### config.mk
export PLATFORM = sky130hd
export DESIGN_NAME = xadc_drp_arbiter
export DESIGN_NICKNAME = d
export VERILOG_FILES = /design/src/rtl/xadc_drp_package.sv /design/src/rtl/xadc_drp_rr_arbiter.sv /design/src/rtl/xadc_drp_arbiter.sv
export SDC_FILE = /design/constraint.sdc
export NUM_CORES = 1
export LEC_CHECK = 0
export CORE_ASPECT_RATIO = 1.25
export CORE_UTILIZATION = 37
export DETAILED_ROUTE_END_ITERATION = 7
export GPL_ROUTABILITY_DRIVEN = 0
export PLACE_DENSITY = 0.69
export SYNTH_ARGS = -nofsm -noshare
export SYNTH_HDL_FRONTEND = slang
export SYNTH_HIERARCHICAL = 1
export SYNTH_SLANG_ARGS = --single-unit
export TNS_END_PERCENT = 50
### constraint.sdc
create_clock -name xadc_dclk -period 3.45 [get_ports xadc_dclk]
set_input_delay 0.69 -clock xadc_dclk [delete_from_list [all_inputs] [get_ports xadc_dclk]]
set_output_delay 0.69 -clock xadc_dclk [all_outputs]
set_load 0.1 [all_outputs]
### src/rtl/xadc_drp_package.sv
// xadc_drp_package: shared DRP widths, types and arbiter state encoding
package xadc_drp_package;
  localparam int XADC_DRP_ADDR_WIDTH = 7;
  localparam int XADC_DRP_DATA_WIDTH = 16;
  localparam int XADC_DRP_DEFAULT_TIMEOUT = 64;
  typedef logic [XADC_DRP_ADDR_WIDTH-1:0] xadc_drp_addr_t;
  typedef logic [XADC_DRP_DATA_WIDTH-1:0] xadc_drp_data_t;
  typedef enum logic [1:0] {IDLE, ISSUE, WAIT, RESPOND} xadc_drp_arbiter_state_t;
endpackage

### src/rtl/xadc_drp_rr_arbiter.sv
// xadc_drp_rr_arbiter: round-robin grant selection with a registered priority pointer
module xadc_drp_rr_arbiter #(
  parameter int N = 2
) (
  input  logic                                xadc_dclk,
  input  logic                                xadc_reset,
  input  logic [N-1:0]                        req,
  input  logic                                en,
  output logic [N-1:0]                        gnt,
  output logic [(N > 1 ? $clog2(N) : 1)-1:0]  gnt_idx,
  output logic                                any
);
  localparam int IW = N > 1 ? $clog2(N) : 1;
  logic [IW-1:0] ptr;
  // scan from the farthest offset back to the pointer so the nearest requester wins
  always_comb begin
    gnt_idx = '0;
    for (int i = N - 1; i >= 0; i--)
      if (req[(int'(ptr) + i) % N]) gnt_idx = IW'((int'(ptr) + i) % N);
  end
  assign any = |req;
  assign gnt = any ? N'(1) << gnt_idx : '0;
  // move priority to the client just after the one granted
  always_ff @(posedge xadc_dclk or posedge xadc_reset)
    if (xadc_reset) ptr <= '0;
    else if (en) ptr <= (int'(gnt_idx) == N - 1) ? '0 : gnt_idx + 1'b1;
endmodule

### src/rtl/xadc_drp_arbiter.sv
// xadc_drp_arbiter: shares one XADC DRP among several clients, one access at a time
module xadc_drp_arbiter
  import xadc_drp_package::*;
#(
  parameter int NUM_REQUESTERS = 2,
  parameter int TIMEOUT_CYCLES = XADC_DRP_DEFAULT_TIMEOUT
) (
  input  logic                                          xadc_dclk,
  input  logic                                          xadc_reset,
  input  logic [NUM_REQUESTERS-1:0]                     req_valid,
  output logic [NUM_REQUESTERS-1:0]                     req_ready,
  input  logic [NUM_REQUESTERS-1:0]                     req_we,
  input  logic [NUM_REQUESTERS*XADC_DRP_ADDR_WIDTH-1:0] req_addr,
  input  logic [NUM_REQUESTERS*XADC_DRP_DATA_WIDTH-1:0] req_di,
  output logic [NUM_REQUESTERS-1:0]                     rsp_valid,
  output logic [XADC_DRP_DATA_WIDTH-1:0]                rsp_data,
  output logic                                          rsp_error,
  output logic [XADC_DRP_ADDR_WIDTH-1:0]                xadc_daddr,
  output logic                                          xadc_den,
  output logic                                          xadc_dwe,
  output logic [XADC_DRP_DATA_WIDTH-1:0]                xadc_di,
  input  logic                                          xadc_drdy,
  input  logic [XADC_DRP_DATA_WIDTH-1:0]                xadc_do
);
  localparam int IW = NUM_REQUESTERS > 1 ? $clog2(NUM_REQUESTERS) : 1;
  localparam int CW = $clog2(TIMEOUT_CYCLES);
  // the wait ends when the counter is about to reach TIMEOUT_CYCLES-1, so the
  // error response lands exactly TIMEOUT_CYCLES cycles after the den cycle
  localparam logic [CW-1:0] CNT_LAST = CW'(TIMEOUT_CYCLES - 2);
  xadc_drp_arbiter_state_t state, state_d;
  logic [NUM_REQUESTERS-1:0] gnt;
  logic [IW-1:0] gnt_idx, idx_q;
  logic any, take, tmo, we_q, err_q;
  logic [CW-1:0] cnt;
  xadc_drp_addr_t addr_q;
  xadc_drp_data_t di_q, data_q;
  assign take = state == IDLE && any;
  assign tmo = cnt == CNT_LAST;
  xadc_drp_rr_arbiter #(.N(NUM_REQUESTERS)) u_rr (
    .xadc_dclk (xadc_dclk),
    .xadc_reset(xadc_reset),
    .req       (req_valid),
    .en        (take),
    .gnt       (gnt),
    .gnt_idx   (gnt_idx),
    .any       (any)
  );
  // state register
  always_ff @(posedge xadc_dclk or posedge xadc_reset)
    if (xadc_reset) state <= IDLE;
    else state <= state_d;
  // one DRP access in flight: grant, strobe den once, wait for drdy or timeout, respond
  always_comb begin
    state_d = state;
    case (state)
      IDLE:    state_d = any ? ISSUE : IDLE;
      ISSUE:   state_d = WAIT;
      WAIT:    state_d = (xadc_drdy || tmo) ? RESPOND : WAIT;
      RESPOND: state_d = IDLE;
      default: state_d = IDLE;
    endcase
  end
  // latch the granted request, run the wait counter and capture the result
  always_ff @(posedge xadc_dclk or posedge xadc_reset)
    if (xadc_reset) begin
      addr_q <= '0;
      di_q <= '0;
      we_q <= 1'b0;
      idx_q <= '0;
      cnt <= '0;
      data_q <= '0;
      err_q <= 1'b0;
    end else begin
      if (take) begin
        addr_q <= req_addr[gnt_idx*XADC_DRP_ADDR_WIDTH +: XADC_DRP_ADDR_WIDTH];
        di_q <= req_di[gnt_idx*XADC_DRP_DATA_WIDTH +: XADC_DRP_DATA_WIDTH];
        we_q <= req_we[gnt_idx];
        idx_q <= gnt_idx;
      end
      cnt <= state == WAIT ? cnt + 1'b1 : '0;
      if (state == WAIT && (xadc_drdy || tmo)) begin
        data_q <= (xadc_drdy && !we_q) ? xadc_do : '0;
        err_q <= !xadc_drdy;
      end
    end
  assign req_ready = state == IDLE ? gnt : '0;
  assign xadc_den = state == ISSUE;
  assign xadc_dwe = state == ISSUE && we_q;
  assign xadc_daddr = addr_q;
  assign xadc_di = di_q;
  assign rsp_valid = state == RESPOND ? NUM_REQUESTERS'(1) << idx_q : '0;
  assign rsp_data = state == RESPOND ? data_q : '0;
  assign rsp_error = state == RESPOND && err_q;
endmodule
==> qor.csv <==
stage,metric,value,unit
die,overall die height,98.28,um
timing,largest clock skew in the final design,0.006498,ns
logic_synthesis,dominant register cell in the synthesized netlist,sky130_fd_sc_hd__dfrtp_1,
placement,quantity of I/O buffers inserted on ports,114,
logic_synthesis,largest family of logic cells by synthesized area,simple AND/OR/NAND/NOR gates,
logic_synthesis,Synth cell types,35,
cells_and_area,number of antenna diodes,0,
setup_path,critical path's top delay family,buffers and inverters,
grt,leftover overflow at the end of global routing,0,
logic_synthesis,Post-synth ARST share,1.000,
setup_path,cell with the biggest individual delay on the critical path,sky130_fd_sc_hd__clkdlybuf4s50_1,
logic_synthesis,XOR/XNOR share of the synthesized area,0.009576,
clock_tree,post-cts sizing count,0,
timing,count of pins over their slew limit,0,
die,total core area,7062,um2
clock_tree,Longest Clk Path Bufs,2,
logic_synthesis,area share of the leading cell type in the synthesized netlist,0.4651,
setup_path,worst path buffer plus inverter count,2,
die,count of standard-cell rows,34,
timing,post-layout minimum cycle time,2.559,ns
grt,number of global-route vias before repair,2215,
timing,pin slew with the least headroom to its limit,0.9983,ns
setup_path,"Cell Chain, Critical Path",clkdlybuf4s50_1 -> a21boi_0 -> and2_1 -> buf_4,
drt,total vias in the final route,2253,
clock_tree,Clock Tree Root,sky130_fd_sc_hd__clkbuf_8,
clock_tree,post-cts hold buffer count,0,
logic_synthesis,top post-synthesis cells by area,"sky130_fd_sc_hd__dfrtp_1, sky130_fd_sc_hd__mux2i_1, sky130_fd_sc_hd__and2_1",
grt,antenna violations before repair,0,
outcome,outcome,finished clean,
timing,part of the cycle the worst path needs,0.7418,
logic_synthesis,top cell types by occurrence after synthesis,"sky130_fd_sc_hd__dfrtp_1, sky130_fd_sc_hd__a21oi_1, sky130_fd_sc_hd__and2_1",
grt,wire length of the first global-routing pass,10.36,mm
setup_path,Critical Path Max Stage Delay,0.54,ns
clock_tree,clock insertion delay at the later pin of the skew report,0.30,ns
setup_path,CP max FO,3,
die,x dimension of the die,79.03,um
min_path,path class of the lowest-slack min-delay path,flop to flop,
logic_synthesis,"share of synthesized cell area in full adder, half adder and majority cells",0.03192,
logic_synthesis,share of synthesized area occupied by flip-flops and latches,0.4651,
placement,DPL Wire Length,4.609,mm
setup_path,start-to-end type of the worst setup path,primary input to output pin,
drt,post-detailed-route wirelength per cell,13.19,um
drt,Routed WL,6.226,mm
setup_path,signal arrival time at the worst endpoint,1.87,ns
logic_synthesis,number of synthesis warnings,6,
grt,largest net degree at the start of global routing,39,
timing,final hold viol count,0,
logic_synthesis,multiplexer area fraction after synthesis,0.09576,
logic_synthesis,dominant cell type by area after synthesis,sky130_fd_sc_hd__dfrtp_1,
timing,maximum achievable frequency,0.3907,GHz
cells_and_area,fraction of final layout cells sized beyond drive strength 1,0.1440,
drt,first drt pass iteration count,4,
drt,remaining antenna violation count after routing,0,
drt,number of DRC violations after detailed routing,0,
logic_synthesis,synthesized netlist cell count,270,
timing,Setup Viol. Count Final,0,
timing,RSZ-0062 raised after global routing,no,
logic_synthesis,most common cell in the netlist,sky130_fd_sc_hd__dfrtp_1,
clock_tree,buffer count from post-CTS setup fixing,0,
die,starting density of the core,0.3886,
clock_tree,CTS tree,yes,
logic_synthesis,share of the synthesized area in compound gates (AO/OA/AOI/OAI),0.1382,
grt,Global Route Usage Sum,0.1695,
clock_tree,"Reg clk slew, reported paths",0.08,ns
die,full die area,7767,um2
clock_tree,Num CTS Buffers,5,
logic_synthesis,area of the mapped netlist,2744,um2
setup_path,category of the worst setup path launch point,primary input,
drt,via density per instance,4.773,
timing,tightest slew margin relative to the limit,0.3324,
cells_and_area,number of nets at the end of the flow,457,
logic_synthesis,number of enable-type register cells in the synthesized netlist,0,
drt,drt initial violations,58,
setup_path,required time of the critical path,2.76,ns
cells_and_area,synthesis-to-finish area growth,45.01,%
clock_tree,Clock Sinks,51,
logic_synthesis,Simple-Gate Fraction of Synth Area,0.2070,
logic_synthesis,synthesized net count,346,
timing,Fin Setup TNS,0,ns
logic_synthesis,mean cell area of the mapped netlist,10.16,um2
die,count of pins on the block boundary,115,
setup_path,critical path capture point type,output pin,
job,Max Cap Viol,0,
clock_tree,total number of H-tree levels,2,
logic_synthesis,post-synthesis sequential element count,51,
==> final cells by class <==
class,instances,area [um2]
Timing Repair Buffer,121,1146
Inverter,5,18.77
Tap cell,90,112.6
Multi-Input combinational cell,197,1325
Fill cell,664,3083
Sequential cell,51,1276
Clock buffer,8,100.1
==> flip-flops by register name (all words and copies together) (netlist names) <==
register    cells
we_q            1
data_q         16
u_rr/ptr        1
cnt             6
xadc_daddr      7
xadc_di        16
idx_q           1
state           2
err_q           1
==> per-layer routing <==
| metal | GRT usage | vias up | wire length (um) |
|---|---|---|---|
| met5 | 0 | - | 0 |
| met4 | 0.05594 | 0 | 60 |
| met3 | 0.04393 | 6 | 470 |
| met2 | 0.2924 | 87 | 3099 |
| met1 | 0.2029 | 1041 | 2596 |
| li1 | - | 1119 | - |
==> cells by family after synthesis <==
kind of cell / count (synthesis)
simple gates: 99
compound gates: 62
flops: 51
mux: 26
buf+inv: 22
fa+ha+maj: 7
xor+xnor: 3
==> stage by stage <==
| step | setup WS, ns | std cells | util | area, um2 | hold slack, ns |
|---|---|---|---|---|---|
| 2_1_floorplan | 0.6243 | 270 | - | 2744 | 0.4187 |
| 3_3_place_gp | 0.9470 | 464 | 0.5493 | 3879 | 0.4695 |
| 3_5_place_dp | 0.8914 | 464 | 0.5493 | 3879 | 0.4884 |
| 4_1_cts | 0.8950 | 472 | 0.5634 | 3979 | 0.5017 |
| 5_1_grt | 0.8059 | 472 | 0.5634 | 3979 | 0.5315 |
| 6_report | 0.8908 | 472 | 0.5634 | 3979 | 0.4965 |
==> cell usage in the layout (no fill, tap or decap), drive strengths merged <==
cell type,instances
nand2,3
and2,27
mux2i,24
inv,5
a21boi,1
and3b,1
mux2,2
nor2b,15
xnor2,2
xor2,1
o31a,1
or2,1
and2b,5
a21oi,40
buf,31
clkdlybuf4s50,90
dfrtp,51
or2b,1
nand3,3
nand2b,17
clkbuf,8
o31ai,1
nor2,26
o211ai,1
a31oi,1
a22o,1
ha,7
o21ai,16
==> path summary, 6_finish.rpt <==
kind                            slack (ns)                from  depth (start not counted)                      end
worst max register to register        1.70  state[0]$_DFF_PP0_                          6  xadc_di[10]$_DFFE_PP0P_
worst min-delay path                  0.50    cnt[0]$_DFF_PP0_                          1         cnt[0]$_DFF_PP0_
min in group asynchronous             0.57          xadc_reset                          2     u_rr/ptr$_DFFE_PP0P_
worst max-delay path                  0.89        req_valid[0]                          4             req_ready[0]
max in group asynchronous             1.99          xadc_reset                          3         cnt[0]$_DFF_PP0_
worst min register to register        0.50    cnt[0]$_DFF_PP0_                          1         cnt[0]$_DFF_PP0_
Power is left out: the tool's default activity adds up to more than one toggle a clock period on the data nets, which glitch-free logic cannot reach.
